[config.mk]
export PLATFORM = sky130hd
export DESIGN_NAME = boot_loader_ctrl
export DESIGN_NICKNAME = d
export VERILOG_FILES = /design/src/rtl/boot_loader_ctrl_pkg.sv /design/src/rtl/boot_word_assembler.sv /design/src/rtl/boot_loader_ctrl.sv
export SDC_FILE = /design/constraint.sdc
export NUM_CORES = 1
export LEC_CHECK = 0
export ABC_AREA = 1
export BUFFER_PORTS_ARGS = -buffer_cell sky130_fd_sc_hd__clkbuf_2
export CAP_MARGIN = 30
export CORE_ASPECT_RATIO = 1.4
export CORE_MARGIN = 2
export CORE_UTILIZATION = 30
export CTS_CLUSTER_DIAMETER = 100
export CTS_CLUSTER_SIZE = 12
export DETAILED_ROUTE_END_ITERATION = 7
export MAX_ROUTING_LAYER = met4
export PLACE_DENSITY_LB_ADDON = 0.12
export SLEW_MARGIN = 5
export SYNTH_ARGS = -nofsm -noshare
export SYNTH_HDL_FRONTEND = slang
export SYNTH_SLANG_ARGS = --single-unit
[constraint.sdc]
create_clock -name clk -period 2.4 [get_ports clk]
set_clock_uncertainty 0.05 [all_clocks]
set_input_delay 0.24 -clock clk [delete_from_list [all_inputs] [get_ports clk]]
set_output_delay 0.24 -clock clk [all_outputs]
set_load 0.03 [all_outputs]
[src/rtl/boot_loader_ctrl_pkg.sv]
// Shared types and constants for the boot loader: FSM states, frame magic,
// length field width and the running checksum step.
package boot_loader_ctrl_pkg;

  typedef enum logic [2:0] {
    ST_IDLE = 3'd0,
    ST_LEN0 = 3'd1,
    ST_LEN1 = 3'd2,
    ST_DATA = 3'd3,
    ST_CSUM = 3'd4,
    ST_RUN  = 3'd5,
    ST_ERR  = 3'd6
  } boot_state_e;

  localparam logic [7:0] BOOT_MAGIC = 8'hA5;
  localparam int         LEN_W      = 16;

  // Image checksum is a plain XOR over every payload byte.
  function automatic logic [7:0] csum_step(input logic [7:0] csum, input logic [7:0] b);
    return csum ^ b;
  endfunction

endpackage

[src/rtl/boot_word_assembler.sv]
// Packs payload bytes little-endian into 32-bit words, keeps the XOR checksum
// and the word index, and issues one registered instruction-memory write per word.
module boot_word_assembler
  import boot_loader_ctrl_pkg::*;
#(
  parameter int ADDR_W = 9
) (
  input  logic              clk,
  input  logic              rst_n,
  input  logic              i_clear,
  input  logic              i_push,
  input  logic [7:0]        i_byte,
  output logic              o_last_lane,
  output logic [ADDR_W:0]   o_idx,
  output logic [7:0]        o_csum,
  output logic              o_we,
  output logic [31:0]       o_addr,
  output logic [31:0]       o_wdata
);

  localparam logic [ADDR_W:0] IDX_ONE = {{ADDR_W{1'b0}}, 1'b1};

  logic [1:0]      r_lane;
  logic [23:0]     r_shift;
  logic [ADDR_W:0] r_idx;
  logic [7:0]      r_csum;
  logic            r_we;
  logic [31:0]     r_addr;
  logic [31:0]     r_wdata;

  // Byte lane steering, checksum accumulation and the one-cycle write stage.
  always_ff @(posedge clk) begin
    if (!rst_n) begin
      r_lane  <= 2'd0;
      r_shift <= 24'd0;
      r_idx   <= {(ADDR_W+1){1'b0}};
      r_csum  <= 8'd0;
      r_we    <= 1'b0;
      r_addr  <= 32'd0;
      r_wdata <= 32'd0;
    end else begin
      r_we <= 1'b0;
      if (i_clear) begin
        r_lane  <= 2'd0;
        r_shift <= 24'd0;
        r_idx   <= {(ADDR_W+1){1'b0}};
        r_csum  <= 8'd0;
      end else if (i_push) begin
        r_csum <= csum_step(r_csum, i_byte);
        r_lane <= r_lane + 2'd1;
        case (r_lane)
          2'd0: r_shift[7:0]   <= i_byte;
          2'd1: r_shift[15:8]  <= i_byte;
          2'd2: r_shift[23:16] <= i_byte;
          2'd3: begin
            // Address is taken from the index before it advances.
            r_we    <= 1'b1;
            r_wdata <= {i_byte, r_shift};
            r_addr  <= 32'({r_idx[ADDR_W-1:0], 2'b00});
            r_idx   <= r_idx + IDX_ONE;
          end
          default: r_shift <= r_shift;
        endcase
      end else begin
        r_lane <= r_lane;
      end
    end
  end

  assign o_last_lane = (r_lane == 2'd3);
  assign o_idx       = r_idx;
  assign o_csum      = r_csum;
  assign o_we        = r_we;
  assign o_addr      = r_addr;
  assign o_wdata     = r_wdata;

endmodule

[src/rtl/boot_loader_ctrl.sv]
// Boot sequencer: holds the core halted, parses a framed image from the UART,
// writes it into instruction memory and releases the core once the checksum verifies.
module boot_loader_ctrl
  import boot_loader_ctrl_pkg::*;
#(
  parameter int ADDR_W      = 9,
  parameter int MAX_WORDS   = 512,
  parameter int TIMEOUT_CYC = 1000000
) (
  input  logic        clk,
  input  logic        rst_n,
  input  logic        i_boot_bypass,
  input  logic        i_rx_valid,
  input  logic [7:0]  i_rx_data,
  output logic        o_imem_we,
  output logic [31:0] o_imem_addr,
  output logic [31:0] o_imem_wdata,
  output logic        o_core_run,
  output logic        o_boot_done,
  output logic        o_boot_err
);

  localparam int               TMO_W    = $clog2(TIMEOUT_CYC);
  localparam logic [TMO_W-1:0] TMO_LAST = TMO_W'(TIMEOUT_CYC - 1);
  localparam logic [TMO_W-1:0] TMO_ONE  = TMO_W'(1);
  localparam logic [LEN_W-1:0] LEN_MAX  = LEN_W'(MAX_WORDS);
  localparam logic [LEN_W-1:0] LEN_ZERO = {LEN_W{1'b0}};
  localparam logic [ADDR_W:0]  IDX_ONE  = {{ADDR_W{1'b0}}, 1'b1};

  boot_state_e      r_state;
  boot_state_e      w_state_next;
  logic [7:0]       r_len_lo;
  logic [LEN_W-1:0] r_len;
  logic [TMO_W-1:0] r_tmo;
  logic             r_core_run;
  logic             r_boot_done;
  logic             r_boot_err;

  logic [LEN_W-1:0] w_len_n;
  logic             w_counting;
  logic             w_timeout;
  logic             w_asm_clear;
  logic             w_asm_push;
  logic             w_last_lane;
  logic [ADDR_W:0]  w_idx;
  logic [ADDR_W:0]  w_idx_inc;
  logic [7:0]       w_csum;

  boot_word_assembler #(
    .ADDR_W (ADDR_W)
  ) u_asm (
    .clk         (clk),
    .rst_n       (rst_n),
    .i_clear     (w_asm_clear),
    .i_push      (w_asm_push),
    .i_byte      (i_rx_data),
    .o_last_lane (w_last_lane),
    .o_idx       (w_idx),
    .o_csum      (w_csum),
    .o_we        (o_imem_we),
    .o_addr      (o_imem_addr),
    .o_wdata     (o_imem_wdata)
  );

  assign w_len_n    = {i_rx_data, r_len_lo};
  assign w_idx_inc  = w_idx + IDX_ONE;
  assign w_counting = (r_state == ST_LEN0) || (r_state == ST_LEN1) ||
                      (r_state == ST_DATA) || (r_state == ST_CSUM);
  // A byte arriving on the expiry cycle wins because every state tests rx_valid first.
  assign w_timeout  = w_counting && (r_tmo == TMO_LAST);

  // State register.
  always_ff @(posedge clk) begin
    if (!rst_n) begin
      r_state <= ST_IDLE;
    end else begin
      r_state <= w_state_next;
    end
  end

  // Next-state decode plus assembler control strobes.
  always_comb begin
    w_state_next = r_state;
    w_asm_clear  = 1'b0;
    w_asm_push   = 1'b0;
    case (r_state)
      ST_IDLE: begin
        if (i_boot_bypass) begin
          w_state_next = ST_RUN;
        end else if (i_rx_valid && (i_rx_data == BOOT_MAGIC)) begin
          w_state_next = ST_LEN0;
        end else begin
          w_state_next = ST_IDLE;
        end
      end
      ST_LEN0: begin
        if (i_rx_valid) begin
          w_state_next = ST_LEN1;
        end else if (w_timeout) begin
          w_state_next = ST_ERR;
        end else begin
          w_state_next = ST_LEN0;
        end
      end
      ST_LEN1: begin
        if (i_rx_valid) begin
          if ((w_len_n == LEN_ZERO) || (w_len_n > LEN_MAX)) begin
            w_state_next = ST_ERR;
          end else begin
            w_state_next = ST_DATA;
            w_asm_clear  = 1'b1;
          end
        end else if (w_timeout) begin
          w_state_next = ST_ERR;
        end else begin
          w_state_next = ST_LEN1;
        end
      end
      ST_DATA: begin
        if (i_rx_valid) begin
          w_asm_push = 1'b1;
          if (w_last_lane && (LEN_W'(w_idx_inc) == r_len)) begin
            w_state_next = ST_CSUM;
          end else begin
            w_state_next = ST_DATA;
          end
        end else if (w_timeout) begin
          w_state_next = ST_ERR;
        end else begin
          w_state_next = ST_DATA;
        end
      end
      ST_CSUM: begin
        if (i_rx_valid) begin
          if (i_rx_data == w_csum) begin
            w_state_next = ST_RUN;
          end else begin
            w_state_next = ST_ERR;
          end
        end else if (w_timeout) begin
          w_state_next = ST_ERR;
        end else begin
          w_state_next = ST_CSUM;
        end
      end
      ST_RUN: begin
        w_state_next = ST_RUN;
      end
      ST_ERR: begin
        if (i_rx_valid && (i_rx_data == BOOT_MAGIC)) begin
          w_state_next = ST_LEN0;
        end else begin
          w_state_next = ST_ERR;
        end
      end
      default: begin
        w_state_next = ST_IDLE;
      end
    endcase
  end

  // Capture the two length bytes of the frame header.
  always_ff @(posedge clk) begin
    if (!rst_n) begin
      r_len_lo <= 8'd0;
      r_len    <= LEN_ZERO;
    end else if (i_rx_valid && (r_state == ST_LEN0)) begin
      r_len_lo <= i_rx_data;
    end else if (i_rx_valid && (r_state == ST_LEN1)) begin
      r_len    <= w_len_n;
    end else begin
      r_len_lo <= r_len_lo;
    end
  end

  // Inter-byte idle counter; only runs while a frame is in progress.
  always_ff @(posedge clk) begin
    if (!rst_n) begin
      r_tmo <= {TMO_W{1'b0}};
    end else if (i_rx_valid || !w_counting) begin
      r_tmo <= {TMO_W{1'b0}};
    end else if (w_timeout) begin
      r_tmo <= {TMO_W{1'b0}};
    end else begin
      r_tmo <= r_tmo + TMO_ONE;
    end
  end

  // Status outputs follow the state being entered so they are valid on its first cycle.
  always_ff @(posedge clk) begin
    if (!rst_n) begin
      r_core_run  <= 1'b0;
      r_boot_done <= 1'b0;
      r_boot_err  <= 1'b0;
    end else begin
      r_core_run  <= (w_state_next == ST_RUN);
      r_boot_done <= (w_state_next == ST_RUN);
      r_boot_err  <= (w_state_next == ST_ERR);
    end
  end

  assign o_core_run  = r_core_run;
  assign o_boot_done = r_boot_done;
  assign o_boot_err  = r_boot_err;

endmodule

==> out/qor.yml <==
path_class: "reg2reg"
gp_congestion: 0.794
insertion_delay_ns: 0.42
drc: 0
required_ns: 2.71
core_sq_um: 19300
rsz0062_at_grt: "no"
cts_setup_buffers: 0
cts_root_buf: "clkbuf_16"
period_share_pct: 83.8
p_leak_nw: 2.75
swShare_pct: 27.2
grt_pass1_vias: 4958
cp-start-kind: "flop"
cts_hold_buf: 0
startpoint: "u_asm.o_idx[1]$_SDFFE_PP0P_"
nNetsFinal: 882
design_power_total_mw: 5.39
holdCritStartpoint: "i_rx_data[5]"
layout_commonest_cell: "dfxtp_1"
grt.total_usage_pct: 16.1
final_hold_viol_count: 0
p_comb_share_pct: 9.7
p_clk_share_pct: 46.3
min_path_type: "in2reg"
diodes: 0
numCtsBuffers: 17
status: "finished, final reports clean"
worst-path-buf-inv: 0
critical_path_arrival_ns: 2.32
synth_seq_cells: 135
stdcell_area_sq_um: 6980
cts_tree: "done"
io_pins: 80
holdWs_ns: 0.149
hold_end: "r_len[13]$_SDFFE_PN0P_"
slew_viol_final: 0
fmax_ghz: 0.498
crit_slowest_cell: "dfxtp_1"
worstSetupEndpointType: "flop"
syn_to_final_growth_pct: 17.6
peakVddDrop_mv: 0.425
first_pass_iters: 4
whs_path_depth: 3
worst_r2r_startpoint: "u_asm.o_idx[1]$_SDFFE_PP0P_"
num_vias: 5139
instances_no_fill: 1125
dieHeight_microns: 170
wl_per_cell_microns: 13.7
netlist-cell-type-count: 35
viasPerCell: 4.57
yosysSeqAreaShare_pct: 45.5
yosys.area.top_type: "dfxtp_1"
cts.sinks: 135
ant_nets: 0
synth.yosys.warnings: 0
netlist_area_sq_um: 5940
met2_length_microns: 8160
antenna_found_initial: 0
postSynthCellCount: 812
path_clk_slew_ns: 0.06
die_w_microns: 123
grt_pass1_wl_microns: 25400
r2r_end: "o_boot_done$_SDFF_PN0_"
drt-initial-drc-count: 174
place_area_sq_um: 6420
slowest_delay_ns: 0.46
dp_hpwl_microns: 11100
drt-met1-wl_microns: 6510
postCtsResizedCells: 0
fin_tns_setup_ns: 0
dr_wl_met3_microns: 494
internal-power_mw: 3.93
grt_max_degree: 64
synth.top_cell.area_share_pct: 45.5
postSynthAreaPerCell_sq_um: 7.31
routed_wl_microns: 15400
fp.dieArea_sq_um: 21000
ff2ff_setup_slack_ns: 0.39
top_layer_used: "met4"
drv_cap: 0
reg2reg_depth: 12
p_switching_mw: 1.47
io_buffers: 56
synth.area.top_cells: "dfxtp_1 (46%), nand2_1 (8.5%), nor2_1 (8.3%), a21oi_1 (7.2%), o21ai_0 (5.5%)"
p_per_area_nw_per_um2: 772
seqPwrFrac_pct: 43.9
placedCellCount: 1093
final_cell_mix: "dfxtp_1 (135), nand2_1 (134), nor2_1 (131), a21oi_1 (85), o21ai_0 (65)"
drive_gt1_share_pct: 13.8
initial_core_util_pct: 30.8
fin_crit_ns: 2.01
rows: 60
setup_violations: 0
crit_chain: "ha_1 > nand2_1 > nand2_1 > nor2_1 > nand2_1 > nor2_1 > nand4_1 > nor2_1 > nand2_1 > a21oi_2 > nand3_1 > nor2_1"
crit_fanout: 7
htreeDepth: 4
gr-total-overflow: 0
crit_family: "simple AND/OR/NAND/NOR gates"
clockBufferDepth: 2
[cells in the mapped netlist]
cell and n:
nor3_2 2, o21a_1 1, nand3_2 3, nor3b_1 4
nor3_1 7, a21oi_2 1, a211oi_1 8, nor2_2 3
nor2_1 131, buf_6 1, a21oi_1 85, dfxtp_1 135
conb_1 1, nor2_4 1, nor4_1 2, nand2_2 2
o211a_1 1, or2_2 2, clkbuf_1 16, clkbuf_2 1
buf_4 24, nand2_1 134, nand4_1 12, nand3_1 60
o21ai_1 4, xnor2_1 11, buf_2 18, o21ai_0 65
or4_1 1, xor2_1 5, nor4_2 1, inv_1 60
ha_1 6, buf_1 1, inv_2 3
[through the flow]
stage | util, % | worst slack [ns]
2_1_floorplan | - | 0.713
3_3_place_gp | 33.3 | 0.454
3_5_place_dp | 33.3 | 0.415
4_1_cts | 36.2 | 0.387
5_1_grt | 36.2 | 0.0855
6_report | 36.2 | 0.390
[worst max-delay path by stage]
stage	cells past startpoint	slack, ns	to
floorplan	11	0.71	o_boot_done$_SDFF_PN0_
global placement	14	0.45	o_boot_err$_SDFF_PN0_
detailed placement	13	0.41	o_boot_done$_SDFF_PN0_
CTS	13	0.39	o_boot_done$_SDFF_PN0_
global route	13	0.09	o_boot_err$_SDFF_PN0_
finish	12	0.39	o_boot_done$_SDFF_PN0_
[per-layer routing]
layer,GRT usage (%),vias up
met5,-,-
met4,5.55,0
met3,3.38,16
met2,28.1,93
met1,18.0,2323
li1,-,2707
[worst reg2reg max path, cell delays in order (launching register included)]
cell and delay, ns:
dfxtp_1 0.46, ha_1 0.31, nand2_1 0.08, nand2_1 0.05
nor2_1 0.10, nand2_1 0.05, nor2_1 0.12, nand4_1 0.12
nor2_1 0.10, nand2_1 0.13, a21oi_2 0.20, nand3_1 0.09
nor2_1 0.09
[power groups by stage]
stage	Sequential (mW)	Clock (mW)	Combinational (mW)
floorplan	2.41	0	0.411
global placement	2.42	0	0.531
detailed placement	2.42	0	0.530
CTS	2.37	2.56	0.532
global route	2.38	2.67	0.601
finish	2.37	2.50	0.524
[registers in the layout (all words and copies together) (netlist names), 2 cells and up]
register / cells
u_asm.o_addr: 9
r_len: 16
u_asm.o_csum: 8
u_asm.r_lane: 2
u_asm.o_idx: 10
r_tmo: 20
r_state: 3
u_asm.r_shift: 24
u_asm.o_wdata: 32
r_len_lo: 8
[cell families after synthesis]
family                     after synthesis  share of synthesized area [%]
DFF                                    135                           45.5
other                                    1                         0.0632
adders and majority gates                6                           1.26
buffers and inverters                  124                           9.88
AOI/OAI and AO/OA                      165                           14.4
xor gates and xnor gates                16                           2.36
and+or+nand+nor                        365                           26.5
[final cells by class]
| cell class | count | area (sq um) |
|---|---|---|
| tap | 248 | 310 |
| multi-input combinational | 575 | 2730 |
| fill | 2055 | 12300 |
| sequential | 135 | 2700 |
| clock buffer | 19 | 443 |
| timing repair buffer | 72 | 438 |
| clock inverter | 13 | 123 |
| inverter | 63 | 236 |
Note: power is estimated with default switching activity, not from simulation.
